===== config.mk =====
export PLATFORM = sky130hd
export DESIGN_NAME = lsu_stage
export DESIGN_NICKNAME = d
export VERILOG_FILES = /design/src/rtl/lsu_stage.sv
export SDC_FILE = /design/constraint.sdc
export NUM_CORES = 1
export LEC_CHECK = 0
export ABC_CLOCK_PERIOD_IN_PS = 2300
export BUFFER_PORTS_ARGS = -buffer_cell sky130_fd_sc_hd__clkbuf_2
export CAP_MARGIN = 15
export CORE_AREA = 2 2 162 164
export DETAILED_ROUTE_END_ITERATION = 10
export DIE_AREA = 0 0 164 166
export GPL_TIMING_DRIVEN = 1
export PLACE_DENSITY = 0.78
export SLEW_MARGIN = 20
export SYNTH_ARGS = -nofsm -noshare
export SYNTH_HDL_FRONTEND = slang
export SYNTH_SLANG_ARGS = --single-unit

===== constraint.sdc =====
create_clock -name clk -period 2.3 [get_ports clk]
set_input_delay 0.115 -clock clk [delete_from_list [all_inputs] [get_ports clk]]
set_output_delay 0.115 -clock clk [all_outputs]
set_load 0.02 [all_outputs]

===== src/rtl/lsu_stage.sv =====
// lsu_stage: memory-access pipeline stage between execute and writeback.
//
// Accepts one instruction per valid_last/ready_last handshake and latches its payload.
// Memory instructions issue a single request on a one-outstanding request/response bus;
// loads have their lane extracted and sign/zero-extended, stores get byte strobes and
// lane-replicated write data. Non-memory instructions pass EX_result straight to wb_data
// with one cycle of latency. Results are offered downstream on valid_next/ready_next.
//
// Ports:
//   clk, rst_n                 clock, asynchronous active-low reset
//   valid_last / ready_last    upstream handshake
//   pc, inst, rd, R_wen,
//   csr_wen, csrs              writeback payload carried through the stage
//   mem_ren, mem_wen, funct3   access type (load/store) and size/sign
//   EX_result                  effective address for memory ops, result otherwise
//   rs2_value                  store data
//   mem_req_*                  memory request channel (valid/ready handshake)
//   mem_resp_valid/rdata       memory response, always accepted, one per request
//   valid_next / ready_next    downstream handshake
//   *_next, wb_data            writeback payload presented downstream
module lsu_stage (
  input  logic        clk,
  input  logic        rst_n,
  // upstream
  input  logic        valid_last,
  output logic        ready_last,
  input  logic [31:0] pc,
  input  logic [31:0] inst,
  input  logic [4:0]  rd,
  input  logic        R_wen,
  input  logic [3:0]  csr_wen,
  input  logic [31:0] csrs,
  input  logic        mem_ren,
  input  logic        mem_wen,
  input  logic [2:0]  funct3,
  input  logic [31:0] EX_result,
  input  logic [31:0] rs2_value,
  // memory request
  output logic        mem_req_valid,
  input  logic        mem_req_ready,
  output logic [31:0] mem_req_addr,
  output logic        mem_req_wen,
  output logic [31:0] mem_req_wdata,
  output logic [3:0]  mem_req_wstrb,
  // memory response
  input  logic        mem_resp_valid,
  input  logic [31:0] mem_resp_rdata,
  // downstream
  output logic        valid_next,
  input  logic        ready_next,
  output logic [31:0] pc_next,
  output logic [31:0] inst_next,
  output logic [31:0] csrs_next,
  output logic [4:0]  rd_next,
  output logic        R_wen_next,
  output logic [3:0]  csr_wen_next,
  output logic [31:0] wb_data
);

  typedef enum logic [1:0] {
    StIdle,
    StReq,
    StWait,
    StDone
  } state_e;

  state_e      state_q;

  // Latched instruction payload
  logic [31:0] pc_q;
  logic [31:0] inst_q;
  logic [31:0] csrs_q;
  logic [4:0]  rd_q;
  logic        r_wen_q;
  logic [3:0]  csr_wen_q;
  logic        ren_q;
  logic        wen_q;
  logic [2:0]  funct3_q;
  logic [31:0] ex_q;
  logic [31:0] rs2_q;
  logic [31:0] wb_q;

  logic        accept;
  logic [1:0]  lane;
  logic [7:0]  byte_sel;
  logic [15:0] half_sel;
  logic [31:0] load_data;
  logic [3:0]  store_strb;
  logic [31:0] store_wdata;

  // A new instruction may enter while idle, or while the current result is leaving.
  assign ready_last = (state_q == StIdle) | ((state_q == StDone) & ready_next);
  assign accept     = valid_last & ready_last;

  assign lane = ex_q[1:0];

  // Load lane extraction from the response word.
  always_comb begin
    byte_sel  = mem_resp_rdata[{lane, 3'b000} +: 8];
    half_sel  = lane[1] ? mem_resp_rdata[31:16] : mem_resp_rdata[15:0];
    load_data = mem_resp_rdata;
    case (funct3_q)
      3'b000:  load_data = {{24{byte_sel[7]}}, byte_sel};
      3'b100:  load_data = {24'h000000, byte_sel};
      3'b001:  load_data = {{16{half_sel[15]}}, half_sel};
      3'b101:  load_data = {16'h0000, half_sel};
      default: load_data = mem_resp_rdata;
    endcase
  end

  // Store strobes and lane-replicated data; loads leave both at zero.
  always_comb begin
    store_strb  = 4'b0000;
    store_wdata = 32'h0000_0000;
    if (wen_q) begin
      case (funct3_q)
        3'b000: begin
          store_strb  = 4'b0001 << lane;
          store_wdata = {4{rs2_q[7:0]}};
        end
        3'b001: begin
          store_strb  = 4'b0011 << {lane[1], 1'b0};
          store_wdata = {2{rs2_q[15:0]}};
        end
        default: begin
          store_strb  = 4'b1111;
          store_wdata = rs2_q;
        end
      endcase
    end
  end

  always_ff @(posedge clk or negedge rst_n) begin
    if (!rst_n) begin
      state_q   <= StIdle;
      pc_q      <= '0;
      inst_q    <= '0;
      csrs_q    <= '0;
      rd_q      <= '0;
      r_wen_q   <= 1'b0;
      csr_wen_q <= '0;
      ren_q     <= 1'b0;
      wen_q     <= 1'b0;
      funct3_q  <= '0;
      ex_q      <= '0;
      rs2_q     <= '0;
      wb_q      <= '0;
    end else begin
      unique case (state_q)
        StIdle, StDone: begin
          if (accept) begin
            pc_q      <= pc;
            inst_q    <= inst;
            csrs_q    <= csrs;
            rd_q      <= rd;
            r_wen_q   <= R_wen;
            csr_wen_q <= csr_wen;
            ren_q     <= mem_ren;
            wen_q     <= mem_wen;
            funct3_q  <= funct3;
            ex_q      <= EX_result;
            rs2_q     <= rs2_value;
            if (mem_ren | mem_wen) begin
              state_q <= StReq;
            end else begin
              wb_q    <= EX_result;
              state_q <= StDone;
            end
          end else if ((state_q == StDone) && ready_next) begin
            state_q <= StIdle;
          end
        end
        StReq: begin
          if (mem_req_ready) begin
            state_q <= StWait;
          end
        end
        StWait: begin
          // Stores get the address back as their writeback value once acknowledged.
          if (mem_resp_valid) begin
            wb_q    <= wen_q ? ex_q : load_data;
            state_q <= StDone;
          end
        end
        default: state_q <= StIdle;
      endcase
    end
  end

  // Handshake outputs decode straight off the state register so that an
  // asynchronous reset drops them without waiting for a clock edge.
  assign mem_req_valid = (state_q == StReq);
  assign valid_next    = (state_q == StDone);

  assign mem_req_addr  = {ex_q[31:2], 2'b00};
  assign mem_req_wen   = wen_q;
  assign mem_req_wdata = store_wdata;
  assign mem_req_wstrb = store_strb;

  assign pc_next      = pc_q;
  assign inst_next    = inst_q;
  assign csrs_next    = csrs_q;
  assign rd_next      = rd_q;
  assign R_wen_next   = r_wen_q;
  assign csr_wen_next = csr_wen_q;
  assign wb_data      = wb_q;

  // ren_q only matters through wen_q's complement; keep it for debug visibility.
  logic unused_ren;
  assign unused_ren = ren_q;

endmodule


# == After elaboration in Yosys (flattened, before gate mapping) ==
# Cells that the tools add are included.
# word_totals
inputBits,213
word_cells,55
regBits,208
output_inout_bits,210
# op_classes
reduce_logical,8
n_bitwise,4
muxes,17
eq_ne,11
n_shift,3
# op_table
op,n
$mux 32,5
$pmux 32 s2,2
$pmux 32 s4,1
$shiftx 32x6->8,1
$mux 16,1
$mux 2,5
$pmux 4 s2,1
$eq 3x3->1 const B,2
$ne 2x2->1 const B,3
$pmux 2 s3,1
$eq 2x2->1 const B,2
$mux 4,1
$reduce_and 4->1,1
$shl 1x2->4 const A,1
$shl 2x2->4 const A,1
$eq 3x1->1 const B,1
$logic_not 3->1,1
$ne 3x3->1 const B,1
$reduce_and 3->1,1
$and 1x1->1,2
$eq 2x1->1 const B,1
$logic_not 2->1,1
$ne 2x1->1 const B,1
$or 1x1->1,2
other kinds (4),4

# == Longest topological paths before layout ==
# logic_depth
ltp_word,6
mapped_depth,9
mapped_depth_nobuf,7

# == Worst setup path before layout ==
# OpenSTA, ideal clock, no wires.
# synth_path
path_type,register -> register
startpoint,register state_q[0]
endpoint,"register wb_q[10], in the netlist wb_data[10]"
stages_incl_launch_ff,9
t_required_ns,2.159
path_buffers,2
period_less_slack_ns,2.275
arrival_time_ns,2.134
setup_ns,0.141
slack_ns,0.025
cell_sequence,dfrtp_1 ha_1 a21oi_1 inv_1 a31oi_1 nor2_1 clkbuf_1 clkbuf_1 a31oi_1
# synth_via
elab_chain_len,6
elab_cells_between_ends,13
cone_classes,eq/ne (5); mux (1); bitwise (3); reduce/logical (4)
# synth_rtl
element,line_no,text
start: declaration,67,state_e state_q;
start signal: assignment,135,state_q <= StIdle;
start signal: assignment,164,state_q <= StReq;
start signal: assignment,167,state_q <= StDone;
$eq 2x2->1,n/a,
via valid_next,49,"output logic valid_next,"
$and 1x1->1,92,assign ready_last = (state_q == StIdle) | ((state_q == StDone) & ready_next);
$or 1x1->1,92,
via ready_last,26,"output logic ready_last,"
$and 1x1->1,93,assign accept = valid_last & ready_last;
$ne 2x2->1 (no source line),n/a,
$reduce_and 4->1 (no source line),n/a,
end signal: assignment,166,wb_q <= EX_result;
end signal: assignment,181,wb_q <= wen_q ? ex_q : load_data;
end: declaration,81,logic [31:0] wb_q;
# The timed path passes the listed nets, and every way through them passes these cells.
# A chain may end at the register's enable or synchronous reset.

# == Final worst setup path ==
# layout_path
startpoint,register state_q[0]
endpoint,"register wb_q[17], in the netlist wb_data[17]"
# layout_via
elab_chain_len,6
elab_cells_between_ends,13
cone_classes,eq/ne (5); mux (1); bitwise (3); reduce/logical (4)
# layout_rtl
element,line_no
$eq 2x2->1,"92, 149"
$and 1x1->1,92
$or 1x1->1,92
$and 1x1->1,93
$ne 2x2->1 (no source line),n/a
$reduce_and 4->1 (no source line),n/a
# Parallel ways exist; a longest one is shown, timed or not.

==> metrics.md <==
| Metric | Value |
|---|---|
| Crit path cell chain | `inv_1, ha_1, a21o_2, nor2_4, mux2_2` |
| Avg Synthesized Cell Area | `between 10 and 15 um2` |
| Max clock buf depth | `3` |
| Startpoint Class | `register` |
| Critical R2R Capture | `wb_data[17]` |
| # rows | `59` |
| Setup Fix Bufs, Post-CTS | `0` |
| Vias in the first global route | `9751` |
| Power Density | `between 1500 and 2000 nW/um2` |
| Final nets | `1601` |
| Worst-skew pair later-pin latency | `between 0.5 and 0.6 ns` |
| Minimum clock period | `~2.2 ns` |
| Port Buffers | `420` |
| Cells after Synth | `a little over 800` |
| Comb pwr share | `a little over half` |
| Compound-cell area share of the yosys netlist | `between 10% and 20%` |
| Initial antenna violation count | `0` |
| Worst r2r src | `state_q[0]` |
| Area grow syn2layout | `51.7%` |
| Internal power | `13.5 mW` |
| Leakage Power | `7.09 nW` |
| Pin count of the biggest net entering global routing | `78` |
| NetSw | `about 10 mW` |
| Fillers | `2008` |
| Die Y | `166 um` |
| CTS tree | `yes` |
| Routed len/inst | `20.3 um` |
| Placed Cells | `1516` |
| WP data arrival | `2.63 ns` |
| Cts bufs inserted | `25` |
| Global-route usage over all layers | `25.4%` |
| Clk root buf | `clkbuf_16` |
| Max-Cap Viols | `0` |
| R2r worst-path depth | `5` |
| Most used flip-flop cell after synthesis | `dfrtp_1` |
| Simple-gate area share of the yosys netlist | `5.80%` |
| Router iterations before antenna repair | `7` |
| Ys async rst share | `100%` |
| Overall power | `around 24 mW` |
| Critical Path Sink | `wb_data[17]` |
| R2R Setup Slk | `about 0.063 ns` |
| Status | `completed` |
| Hold Vio Cnt, Final | `0` |
| RSZ-0062 raised after global routing | `yes` |
| I/O pins | `~420` |
| Initial Util | `between 30% and 40%` |
| #FFs+latches synth | `roughly 210` |
| Core Region | `approximately 26000 um2` |
| Slowest CP cell | `nor2_4` |
| Slew Limit Fails | `0` |
| Grt ovf | `0` |
| Die area | `about 27000 um2` |
| GPL Wtd Cong | `0.896` |
| H-tree levels | `1` |
| Crit. End Element | `register` |
| Final Cycle Share | `97.3%` |
| Worst hold path class | `in2reg` |
| EDFF count, synth | `0` |
| Largest family of logic cells by synthesized area | `multiplexers` |
| Post-Syn Area | `9870 um2` |
| Layout cells sized above 1 | `50.4%` |
| Initial DRC count | `510` |
| Synth Area in XOR/XNOR | `0%` |
| CP startpoint | `state_q[0]` |
| Utilization after layout | `about three fifths` |
| Clock power share | `17.0%` |
| Ys Warns | `0` |
| Setup_tns | `0 ns` |
| Crit path required time | `2.69 ns` |
| Post-synthesis adder-cell area fraction | `less than 1%` |
| Fin cells | `1738` |
| Worst Clk Skew | `0.0159 ns` |
| Flop pwr share | `29.4%` |
| Register area share after synthesis | `between 50% and 60%` |
| Sw Ratio | `43.7%` |
| Largest stage delay, worst path | `0.52 ns` |
| Clk slew on worst S/H paths | `0.07 ns` |
| Die width | `164 um` |
| Inserted Diodes | `0` |
| Final setup viols | `0` |
| Final ANT Viol Nets | `0` |
| Post-synthesis mux area share | `24.6%` |
| First-pass GRT wire length | `~54000 um` |
| Unique masters post-synth | `42` |
| Max Clk Rate | `roughly 450 MHz` |
| Slew margin rel. | `49.3%` |
| DRC | `0` |
| Crit Path Category | `reg2reg` |
| Worst slew pin tran | `0.760 ns` |
| Final setup margin | `~0.063 ns` |
| Clock sink total | `208` |
| Final wirelength | `35300 um` |
| DP Worst Slack | `-0.121 ns` |
| Via density | `5.19` |
| Detailed Place HPWL | `about 24000 um` |
| DR vias | `9023` |
| Worst IR drop on VDD | `1060 uV` |
| CP Max Fanout | `16` |
[sequential cells by signal, indices dropped and copies added, names as in the netlist, 2 cells and up]
signal        count
csr_wen_next      4
csrs_next        32
ex_q             32
funct3_q          3
inst_next        32
pc_next          32
rd_next           5
rs2_q            32
state_q           2
wb_data          32
[power groups by stage]
stage                     registers, mW  logic, mW  clock network [mW]
after floorplan                    8.17       7.04                   0
after detailed placement           7.02       12.4                   0
after global placement             6.91       12.1                   0
after global routing               7.30       13.7                4.31
after CTS                          7.00       12.8                4.16
final                              7.07       12.9                4.09
[per-layer routing]
metal	wire length, um	GRT usage (%)	up-vias
li1	-	-	4048
met1	13800	31.1	4470
met2	17600	43.3	397
met3	2250	4.97	108
met4	1650	10.9	0
met5	0	0	-
[worst min-delay path by stage]
stage                             startpoint     endpoint  slack [ns]  cells after the start
final                     mem_resp_rdata[30]  wb_data[30]        0.05                      4
after global routing       mem_resp_rdata[8]   wb_data[8]        0.05                      4
after CTS                 mem_resp_rdata[30]  wb_data[30]        0.02                      4
after detailed placement               rst_n    rs2_q[16]        0.15                      1
after global placement                 rst_n    rs2_q[16]        0.14                      1
after floorplan                        rst_n   R_wen_next       -0.18                      0
[what timing repair did]
| item | 4_1_cts | 5_1_grt |
|---|---|---|
| hold buffers | 175 | 0 |
| setup endpoints to repair | 25 | 8 |
| gates cloned | 1 | 0 |
| hold endpoints to repair | 264 | 0 |
| pin swaps | 1 | 1 |
| resized for setup | 3 | 1 |
[cell usage in the layout (no fill, tap or decap), types with 4 or more instances in the layout]
master / synthesis / final
a211oi_1: 7 / 7
a21oi_1: 43 / 43
a31oi_1: 18 / 17
and2_1: 8 / 8
buf_12: 0 / 11
buf_4: 32 / 25
clkbuf_1: 48 / 4
clkbuf_16: 0 / 25
clkbuf_2: 0 / 419
clkbuf_8: 0 / 5
clkinv_2: 0 / 5
dfrtp_1: 208 / 208
dlygate4sd3_1: 0 / 175
inv_1: 21 / 20
mux2_2: 184 / 184
mux2_4: 9 / 9
mux2i_1: 20 / 20
nand2_1: 52 / 52
nand2b_1: 13 / 13
nor2_1: 17 / 15
nor2b_1: 12 / 11
nor3_1: 9 / 8
o2111ai_1: 22 / 22
o21ai_0: 31 / 31
o221ai_1: 22 / 22
[metrics by stage]
stage	hold slack, ns	cell area, um2
CTS	0.0167	15000
detailed placement	0.154	12400
global placement	0.144	12400
finish	0.0463	15000
global route	0.0527	15000
floorplan	-0.181	9880
[worst max-delay path, delay by kind of cell, from the launching register on]
kind            cells  cell delay [ns]
simple gates        1             0.52
mux                 1             0.41
flops               1             0.40
fa+ha+maj           1             0.38
compound gates      1             0.31
buf+inv             1             0.09
[synthesized netlist by cell type (all sizes together) (2+ instances only)]
cell type	count	area (um2)
nor3	9	45.0
mux2i	20	200
clkbuf	48	180
and2	8	50.1
dfrtp	208	5200
mux2	193	2210
o21ai	31	155
ha	4	50.1
nand2b	13	81.3
inv	21	78.8
nor2	17	63.8
nand2	52	195
a221oi	2	35.0
a21oi	43	215
nor2b	12	75.1
a31o	3	26.3
buf	44	303
a31oi	18	113
and3b	3	26.3
o221ai	22	193
a211o	2	17.5
o2111ai	22	193
a211oi	7	52.6
[kinds of logic after synthesis]
family          count (synthesis)
other cells                     1
mux                           214
compound gates                156
simple gates                  119
fa+ha+maj                       4
buf+inv                       114
flops                         208
[area by class of cell]
| cell class | instances | area, um2 | area share [%] |
|---|---|---|---|
| flip-flops and latches | 208 | 5200 | 34.7 |
| repair buffers | 631 | 4270 | 28.5 |
| multi-input cells | 496 | 4150 | 27.7 |
| clock buffers | 34 | 709 | 4.74 |
| well taps | 335 | 419 | 2.80 |
| clock inverters | 12 | 146 | 0.977 |
| inverters | 22 | 82.6 | 0.551 |
No activity file was read; power rests on OpenSTA's default activity.
